## src/rtl/shift_pkg.sv

```systemverilog
// Shared types and helpers for the serial transmit path: FSM state encoding
// and a width helper that never returns zero.
package shift_pkg;

  typedef enum logic [1:0] {
    S_IDLE,
    S_SHIFT,
    S_GAP
  } state_e;

  // Bits needed to count 0..value-1; at least 1 so a zero-length counter never appears.
  function automatic int clog2_min1(input int value);
    int r;
    r = 0;
    while ((1 << r) < value) r++;
    return (r < 1) ? 1 : r;
  endfunction

endpackage

```

## src/rtl/piso_tx_if.sv

```systemverilog
// Word handshake plus serial frame outputs of the PISO transmitter.
// master = word producer / frame consumer, slave = piso_tx.
interface piso_tx_if #(
  parameter int N = 4
) ();

  logic [N-1:0] pi;
  logic         pi_valid;
  logic         pi_ready;
  logic         so;
  logic         so_valid;
  logic         frame_start;
  logic         frame_end;
  logic         busy;

  modport master (
    output pi, pi_valid,
    input  pi_ready, so, so_valid, frame_start, frame_end, busy
  );

  modport slave (
    input  pi, pi_valid,
    output pi_ready, so, so_valid, frame_start, frame_end, busy
  );

endinterface

```

## src/rtl/piso_tx.sv

```systemverilog
// Parallel-in serial-out transmitter: accepts an N-bit word, sends it MSB-first
// with frame markers, then optionally idles GAP cycles before the next word.
module piso_tx
  import shift_pkg::*;
#(
  parameter int N   = 4,
  parameter int GAP = 0
) (
  input  logic       clk,
  input  logic       reset,
  piso_tx_if.slave   bus
);

  localparam int BW = clog2_min1(N);
  localparam int GW = clog2_min1(GAP + 1);
  localparam logic [BW-1:0] BIT_LOAD = BW'(N - 1);
  localparam logic [GW-1:0] GAP_LOAD = GW'((GAP > 0) ? GAP - 1 : 0);

  state_e        state_q;
  logic [N-1:0]  sreg_q;
  logic [BW-1:0] bit_cnt_q;
  logic [GW-1:0] gap_cnt_q;
  logic          so_q;
  logic          so_valid_q;
  logic          frame_start_q;
  logic          frame_end_q;
  logic          busy_q;

  logic last_bit;
  logic pi_ready;
  logic accept;

  // With no gap the last bit cycle also accepts, so frames run back-to-back.
  assign last_bit = (state_q == S_SHIFT) && (bit_cnt_q == '0);
  assign pi_ready = !reset && ((state_q == S_IDLE) || ((GAP == 0) && last_bit));
  assign accept   = bus.pi_valid && pi_ready;

  // NOTE: sequential state uses non-blocking assignments so every register
  // samples the pre-edge values regardless of statement order.
  always_ff @(posedge clk) begin
    if (reset) begin
      state_q       <= S_IDLE;
      sreg_q        <= '0;
      bit_cnt_q     <= '0;
      gap_cnt_q     <= '0;
      so_q          <= 1'b0;
      so_valid_q    <= 1'b0;
      frame_start_q <= 1'b0;
      frame_end_q   <= 1'b0;
      busy_q        <= 1'b0;
    end else begin
      frame_start_q <= 1'b0;
      frame_end_q   <= 1'b0;
      if (accept) begin
        // MSB goes out straight away; the rest waits in the shift register.
        state_q       <= S_SHIFT;
        sreg_q        <= {bus.pi[N-2:0], 1'b0};
        bit_cnt_q     <= BIT_LOAD;
        so_q          <= bus.pi[N-1];
        so_valid_q    <= 1'b1;
        frame_start_q <= 1'b1;
        busy_q        <= 1'b1;
      end else begin
        case (state_q)
          S_IDLE: begin
            so_q       <= 1'b0;
            so_valid_q <= 1'b0;
            busy_q     <= 1'b0;
          end
          S_SHIFT: begin
            if (bit_cnt_q != '0) begin
              so_q        <= sreg_q[N-1];
              sreg_q      <= {sreg_q[N-2:0], 1'b0};
              bit_cnt_q   <= bit_cnt_q - 1'b1;
              frame_end_q <= (bit_cnt_q == BW'(1));
            end else if (GAP > 0) begin
              state_q    <= S_GAP;
              gap_cnt_q  <= GAP_LOAD;
              so_q       <= 1'b0;
              so_valid_q <= 1'b0;
            end else begin
              state_q    <= S_IDLE;
              so_q       <= 1'b0;
              so_valid_q <= 1'b0;
              busy_q     <= 1'b0;
            end
          end
          S_GAP: begin
            if (gap_cnt_q == '0) begin
              state_q <= S_IDLE;
              busy_q  <= 1'b0;
            end else begin
              gap_cnt_q <= gap_cnt_q - 1'b1;
            end
          end
          default: state_q <= S_IDLE;
        endcase
      end
    end
  end

  assign bus.pi_ready    = pi_ready;
  assign bus.so          = so_q;
  assign bus.so_valid    = so_valid_q;
  assign bus.frame_start = frame_start_q;
  assign bus.frame_end   = frame_end_q;
  assign bus.busy        = busy_q;

endmodule
```

## src/flat_wrapper.sv

```systemverilog
// flat-port wrapper written by rule: the top's interface ports become plain ports
module piso_tx_flat import shift_pkg::*;
#(
  parameter int N   = 4,
  parameter int GAP = 0
)
  (clk, reset, bus_pi, bus_pi_valid, bus_pi_ready, bus_so, bus_so_valid, bus_frame_start, bus_frame_end, bus_busy);
  piso_tx_if #(.N(N)) bus_i ();
  input  logic clk;
  input  logic reset;
  input wire logic [$bits(bus_i.pi)-1:0] bus_pi;
  input wire logic [$bits(bus_i.pi_valid)-1:0] bus_pi_valid;
  output wire logic [$bits(bus_i.pi_ready)-1:0] bus_pi_ready;
  output wire logic [$bits(bus_i.so)-1:0] bus_so;
  output wire logic [$bits(bus_i.so_valid)-1:0] bus_so_valid;
  output wire logic [$bits(bus_i.frame_start)-1:0] bus_frame_start;
  output wire logic [$bits(bus_i.frame_end)-1:0] bus_frame_end;
  output wire logic [$bits(bus_i.busy)-1:0] bus_busy;
  assign bus_i.pi = bus_pi;
  assign bus_i.pi_valid = bus_pi_valid;
  assign bus_pi_ready = bus_i.pi_ready;
  assign bus_so = bus_i.so;
  assign bus_so_valid = bus_i.so_valid;
  assign bus_frame_start = bus_i.frame_start;
  assign bus_frame_end = bus_i.frame_end;
  assign bus_busy = bus_i.busy;
  piso_tx #(.N(N), .GAP(GAP)) u_core (.clk(clk), .reset(reset), .bus(bus_i));
endmodule
```

## config.mk

```make
export PLATFORM = sky130hd
export DESIGN_NAME = piso_tx_flat
export DESIGN_NICKNAME = d
export VERILOG_FILES = /design/src/rtl/shift_pkg.sv /design/src/rtl/piso_tx_if.sv /design/src/rtl/piso_tx.sv /design/src/flat_wrapper.sv
export SDC_FILE = /design/constraint.sdc
export NUM_CORES = 1
export LEC_CHECK = 0
export ABC_AREA = 1
export ABC_CLOCK_PERIOD_IN_PS = 1000
export BUFFER_PORTS_ARGS = -buffer_cell sky130_fd_sc_hd__buf_2
export CELL_PAD_IN_SITES_DETAIL_PLACEMENT = 0
export CELL_PAD_IN_SITES_GLOBAL_PLACEMENT = 1
export CORE_UTILIZATION = 32
export CTS_BUF_LIST = sky130_fd_sc_hd__clkbuf_2 sky130_fd_sc_hd__clkbuf_4 sky130_fd_sc_hd__clkbuf_8
export CTS_CLUSTER_SIZE = 8
export DETAILED_ROUTE_END_ITERATION = 7
export PLACE_DENSITY = 0.75
export SLEW_MARGIN = 10
export SYNTH_ARGS = -nofsm -noshare
export SYNTH_HDL_FRONTEND = slang
export SYNTH_SLANG_ARGS = --single-unit
```

## constraint.sdc

```tcl
create_clock -name clk -period 1 [get_ports clk]
set_input_delay 0.05 -clock clk [delete_from_list [all_inputs] [get_ports clk]]
set_output_delay 0.05 -clock clk [all_outputs]
set_load 0.02 [all_outputs]
```

==> results.md, run 1 <==
* Initial Util at 36.6%
* Slew HR at 88.8%
* Placed Cells at 81
* Worst setup path class: reg -> out
* Die height at 38.6 um
* Core Region at 1170 sq um
* GR Layer Usage met3 at 8.67%
* Pins Over Slew Limit at 0
* Maxcap violations at 0
* Gate Count Post-Synth at 54
* Final Wtd Congestion at 0.772
* Fin crit period at 1.19 ns
* CP max FO at 4
* Sink Count at 10
* Max Clock Freq at 842 MHz
* DRC at 0
* Initial drt markers at 1
* Startpoint types: register
* Hold Vio Cnt, Final at 0
* IO Port Bufs at 12
* Outcome: finished, violations left
* Reg2Reg Depth at 9
* Yosys top cell area share at 46.6%
* Layout Cells excl Fill at 90
* Synth Net Count at 63
* Clock slew at reported path FFs at 0.06 ns
* FF-to-FF Start: u_core.bit_cnt_q[1]
* Die area at 1490 sq um
* Antenna-violating nets left at 0
* Nets@finish at 87
* Total number of vias at 393
* DR vias/cell at 4.37
* Tightest Hold Check Type: in -> reg
* Grt met2 use at 23.3%
* Largest net degree at the start of global routing at 7
* Hold Crit Depth at 3
* Initial antenna violation count at 0
* Detail Placement HPWL at 581 um
* P_leak at 0.311 nW
* Final setup vio count at 8
* Post-synth design cell area at 429 sq um
* Fin crit share at 119%
* Die width at 38.6 um
* Count of boundary I/O pins at 13
* First-pass GRT wire length at 1.51 mm
* Number of global-route vias before repair at 350
* Req. time, crit path at 0.95 ns
* Critical path arrival at 1.14 ns
* Met1 global-route usage at 18.2%
* Synth unique cells at 14
* Cell Rows at 12
* Util after Layout at 54.1%
* Drt pass-1 iters at 4
* Sequential area share after synthesis at 46.6%
* Share of cells above drive strength 1 at 50.0%
* FF-to-FF End: u_core.sreg_q[1]
* CP Capture Type: output pin
* Area growth from synthesis to layout at 47.5%
* Place WS at -0.120 ns
* Avg Inst Size Synth at 7.95 sq um
* Power per cell area at 1460 nW/um^2
* RSZ-0062 raised after global routing: true
* Worst-Skew Late Latency at 0.26 ns
* TritonCTS clock tree: built
* Most Crowded Layer GR: met2
* Hold_sp: bus_pi[0]
* Setup Skew at 0.000647 ns
* Global route overflow at 0
* Num CTS Buffers at 3
* Tightest Pin Transition at 0.167 ns
* Final worst slack at -0.188 ns
* Gr usage total at 16.5%
* Clock buffer depth at 2
* CTS HTree Levels at 1
* Hold endpoint: u_core.sreg_q[1]
* Final WL at 880 um
* Diodes inserted at 0
* Synthesis-stage register bit count at 10
* Failing checks: setup timing
* Top cells by area, synth: dfxtp_1 (47%), inv_1 (7.9%), o21ai_0 (7.0%), nand2_1 (7.0%), nor2_1 (7.0%)
* WL/cell at 9.78 um
* Root buffer cell: clkbuf_4
* Worst R2R Setup Slack at -0.14 ns
* Peak VDD IR at 0.000603 V
* Yosys warnings at 0
* Area leader, netlist: dfxtp_1
==> final cells by class <==
class / count / area (sq um)
Fill cell: 109 / 538
Multi-Input combinational cell: 32 / 211
Sequential cell: 10 / 203
Timing Repair Buffer: 20 / 133
Inverter: 11 / 46.3
Clock buffer: 3 / 22.5
Tap cell: 14 / 17.5
==> cell usage after synthesis, drive strengths merged <==
library cell and instances:
inv 11, dfxtp 10, nand2 10, nor2 9, o21ai 7, ha 2
nand4 2, a21oi 1, buf 1, nand3 1
==> worst max path at each step <==
stage,slack [ns],start,end
4_1_cts,-0.18,u_core.bit_cnt_q[1],bus_pi_ready
3_5_place_dp,-0.12,u_core.bit_cnt_q[1],u_core.bus.so
3_3_place_gp,-0.08,u_core.bit_cnt_q[1],u_core.bus.so
2_1_floorplan,-0.02,u_core.bit_cnt_q[0],u_core.bit_cnt_q[0]
5_1_grt,-0.26,u_core.bit_cnt_q[1],bus_pi_ready
6_report,-0.19,u_core.bit_cnt_q[1],bus_pi_ready
==> metal layers <==
metal	routed length (um)	part of all wire [%]
met1	415	47
met3	57	6.5
met2	379	43
met5	0	0
met4	27	3.1
==> through the flow <==
step	power, mW	hold slack, ns	setup TNS (ns)	area, sq um
floorplan	0.553	0.119	-0.0365	447
global placement	0.609	0.272	-0.305	532
detailed placement	0.608	0.271	-0.462	532
CTS	0.917	0.0233	-0.949	613
global route	0.989	0.0288	-1.72	633
finish	0.924	0.0292	-0.905	633
==> repair_timing <==
action,in CTS,in global routing
hold buffers,1,0
setup endpoints to repair,8,11
setup buffers,5,2
pin swaps,2,1
resized for setup,5,6
hold endpoints to repair,1,0
==> where the power goes <==
group / switching (mW) / internal, mW / total (mW)
combinational: 0.115 / 0.102 / 0.217
clock: 0.130 / 0.139 / 0.269
sequential: 0.0123 / 0.425 / 0.438
total: 0.257 / 0.667 / 0.924
==> kinds of logic after synthesis <==
kind of cell,count (synthesis),share of synthesized area [%]
buf+inv,12,11.4
compound gates,8,10.2
fa+ha+maj,2,5.83
simple gates,22,25.9
flops,10,46.6
==> worst max-delay path, stage by stage (launching register included) <==
cell and delay, ns:
dfxtp_2 0.34, inv_2 0.05, ha_4 0.15, inv_4 0.05
nand2_4 0.06, nand2_4 0.08, inv_4 0.03, buf_6 0.12
==> registers in the layout, indices dropped and copies added, names as in the netlist <==
name and cells:
u_core.bus.frame_end 1, u_core.bus.busy 1, u_core.bus.frame_start 1, u_core.bus.so 1, u_core.bit_cnt_q 2, u_core.state_q 1
u_core.sreg_q 3
==> cells in the final DEF (no fill, tap or decap) <==
master	count
nand2_4	2
nor2_4	1
nand2_2	1
inv_1	5
buf_6	2
dfxtp_1	8
o21ai_1	5
nand4_1	2
ha_4	2
dfxtp_2	2
clkbuf_4	3
inv_4	2
a21oi_1	1
inv_2	4
buf_2	11
buf_4	6
o21ai_2	2
dlygate4sd3_1	1
nand2_1	7
nand3_1	1
nor2_1	8
Note: power is estimated with default switching activity, not from simulation.
==> run 2, diff against run 1 <==
--- a/config.mk
+++ b/config.mk
@@ -14,7 +14,8 @@
 export CTS_BUF_LIST = sky130_fd_sc_hd__clkbuf_2 sky130_fd_sc_hd__clkbuf_4 sky130_fd_sc_hd__clkbuf_8
 export CTS_CLUSTER_SIZE = 8
 export DETAILED_ROUTE_END_ITERATION = 7
-export PLACE_DENSITY = 0.75
+export PLACE_DENSITY_LB_ADDON = 0.1
+export SKIP_LAST_GASP = 1
 export SLEW_MARGIN = 10
 export SYNTH_ARGS = -nofsm -noshare
 export SYNTH_HDL_FRONTEND = slang
==> run 2 against run 1 <==
Net effect:
- register-to-register slack about the same
- worst setup slack got worse by 0.0011 ns
- design area increased by 2.4%
- the run still ends with setup timing left
- non-clock buffer count increased by 3
- clock skew increased by 0.0019 ns
- highest routed layer is now met3
- clock-buffer cell count unchanged
- clock power increased by 1%
- sequential share of layout area decreased by 0.74 points
- critical endpoint unchanged
- first-iteration DRC count increased to 4.0 times the previous value
- hold slack improved by 0.0068 ns
- global-route usage decreased by 2.9 points
==> results.md, run 2 (synthesis results as in run 1) <==
* Outcome: finished, violations left
* Failing checks: setup timing
* Die height at 38.6 um
* Fin crit period at 1.19 ns
* Pins Over Slew Limit at 0
* Clock buffer depth at 2
* CP bufs+invs at 4
* Largest net degree at the start of global routing at 7
* Diodes inserted at 0
* Tightest Pin Transition at 0.198 ns
* DRC at 0
* Final WL at 861 um
* Detail Placement HPWL at 590 um
* Gr usage total at 13.6%
* DR vias/cell at 4.28
* TritonCTS clock tree: built
* P_leak at 0.328 nW
* Maxcap violations at 0
* First-pass GRT wire length at 1.31 mm
* Root buffer cell: clkbuf_4
* Num CTS Buffers at 3
* Die width at 38.6 um
* Final Wtd Congestion at 0.746
* Nets@finish at 90
* Area growth from synthesis to layout at 51.0%
* Largest stage delay on the critical path at 0.33 ns
* Worst-Skew Late Latency at 0.26 ns
* Hold Vio Cnt, Final at 0
* Setup Skew at 0.00251 ns
* Req. time, crit path at 0.95 ns
* Drt pass-1 iters at 2
* Max Clock Freq at 841 MHz
* Clock slew at reported path FFs at 0.06 ns
* Tightest Hold Check Type: in -> reg
* Hold Slack at 0.0360 ns
* Slew HR at 86.8%
* Max reg flops at 3
* WL/cell at 9.26 um
* Largest registers: u_core.sreg_q (3), u_core.bit_cnt_q (2)
* Antenna-violating nets left at 0
* CTS HTree Levels at 1
* IO Port Bufs at 12
* Final worst slack at -0.189 ns
* Top Family by Delay on Critical Path: flip-flops
* Initial antenna violation count at 0
* RSZ-0062 raised after global routing: true
* CP max-delay cell: dfxtp_2
* CP max FO at 4
* Global route overflow at 0
* Count of boundary I/O pins at 13
* Most common cell after layout, fill and taps aside: buf_2
* Die area at 1490 sq um
* Initial Util at 36.6%
* Initial drt markers at 4
* Largest reg by FF count: u_core.sreg_q
* Power per cell area at 1420 nW/um^2
* Final setup vio count at 11
* Cell Rows at 12
* Number of global-route vias before repair at 315
* CP cell instances: inv_2 -> ha_4 -> inv_2 -> nand2_4 -> nand2_4 -> inv_4 -> buf_6
* Filler Cell Count at 118
* Startpoint types: register
* Critical path arrival at 1.14 ns
* Total number of vias at 398
* Peak VDD IR at 0.000713 V
* CP Capture Type: output pin
* Worst setup path class: reg -> out
* Place WS at -0.0906 ns
* Commonest cells after routing, fill and taps aside: buf_2 (11), buf_4 (9), nor2_1 (8), dfxtp_1 (8), nand2_1 (7)
* Fin crit share at 119%
* Share of cells above drive strength 1 at 49.4%
* Sink Count at 10
* Core Region at 1170 sq um
run 2: changes by cell type in the layout (fill, tap and decap cells not counted):
cell and delta:
inv_4 -1, buf_4 +3, ha_4 -1, o21ai_0 +1
inv_1 +1, ha_1 +1, o21ai_4 +1, o21ai_1 -1
o21ai_2 -1
run 2: cell type report:
| type | instances | area (sq um) | area share, % |
|---|---|---|---|
| multi-input combinational | 32 | 206 | 31.9 |
| sequential | 10 | 203 | 31.3 |
| timing repair buffer | 23 | 155 | 23.9 |
| inverter | 11 | 43.8 | 6.76 |
| clock buffer | 3 | 22.5 | 3.47 |
| tap | 14 | 17.5 | 2.70 |
run 2: metal layers:
| layer | global-route usage (%) | wire, um |
|---|---|---|
| met1 | 16.4 | 424 |
| met2 | 19.2 | 381 |
| met3 | 6.94 | 54 |
| met4 | 7.76 | 0 |
| met5 | 0 | 0 |
run 2: worst paths after layout:
check | slack, ns | depth (start not counted) | endpoint | start
max | -0.19 | 7 | bus_pi_ready | u_core.bit_cnt_q[1]
min | 0.04 | 3 | u_core.sreg_q[1] | bus_pi[0]
max reg2reg | -0.15 | 9 | u_core.sreg_q[1] | u_core.bit_cnt_q[1]
min reg2reg | 0.47 | 2 | u_core.bus.so | u_core.sreg_q[3]
run 2: stage by stage:
step	cell area, sq um	total power [mW]	instances	setup TNS [ns]	utilization [%]
floorplan	447	0.553	54	-0.0365	-
global placement	539	0.613	82	-0.447	46.0
detailed placement	539	0.612	82	-0.504	46.0
CTS	608	0.910	90	-1.16	51.9
global route	648	0.971	93	-1.90	55.3
finish	648	0.921	93	-1.09	55.3
run 2: report_power, final:
| part | internal [mW] | leakage (nW) | total, mW | switching (mW) |
|---|---|---|---|---|
| sequential | 0.425 | 0.0828 | 0.438 | 0.0124 |
| clock | 0.139 | 0.0138 | 0.273 | 0.134 |
| combinational | 0.103 | 0.231 | 0.211 | 0.108 |
run 2: repair_timing:
item                                   4_1_cts  5_1_grt
pin swaps                                    4        3
gates resized for setup                      2        5
endpoints found under the hold margin        1        0
hold buffers                                 1        0
setup endpoints to repair                    9       11
buffers inserted                             4        3
gates cloned                                 0        0
run 2: worst min-delay path: cells and delay by family:
family | cells | cell delay, ns
buffers and inverters | 1 | 0.10
AND/OR/NAND/NOR | 1 | 0.06
AO/OA/AOI/OAI | 1 | 0.05
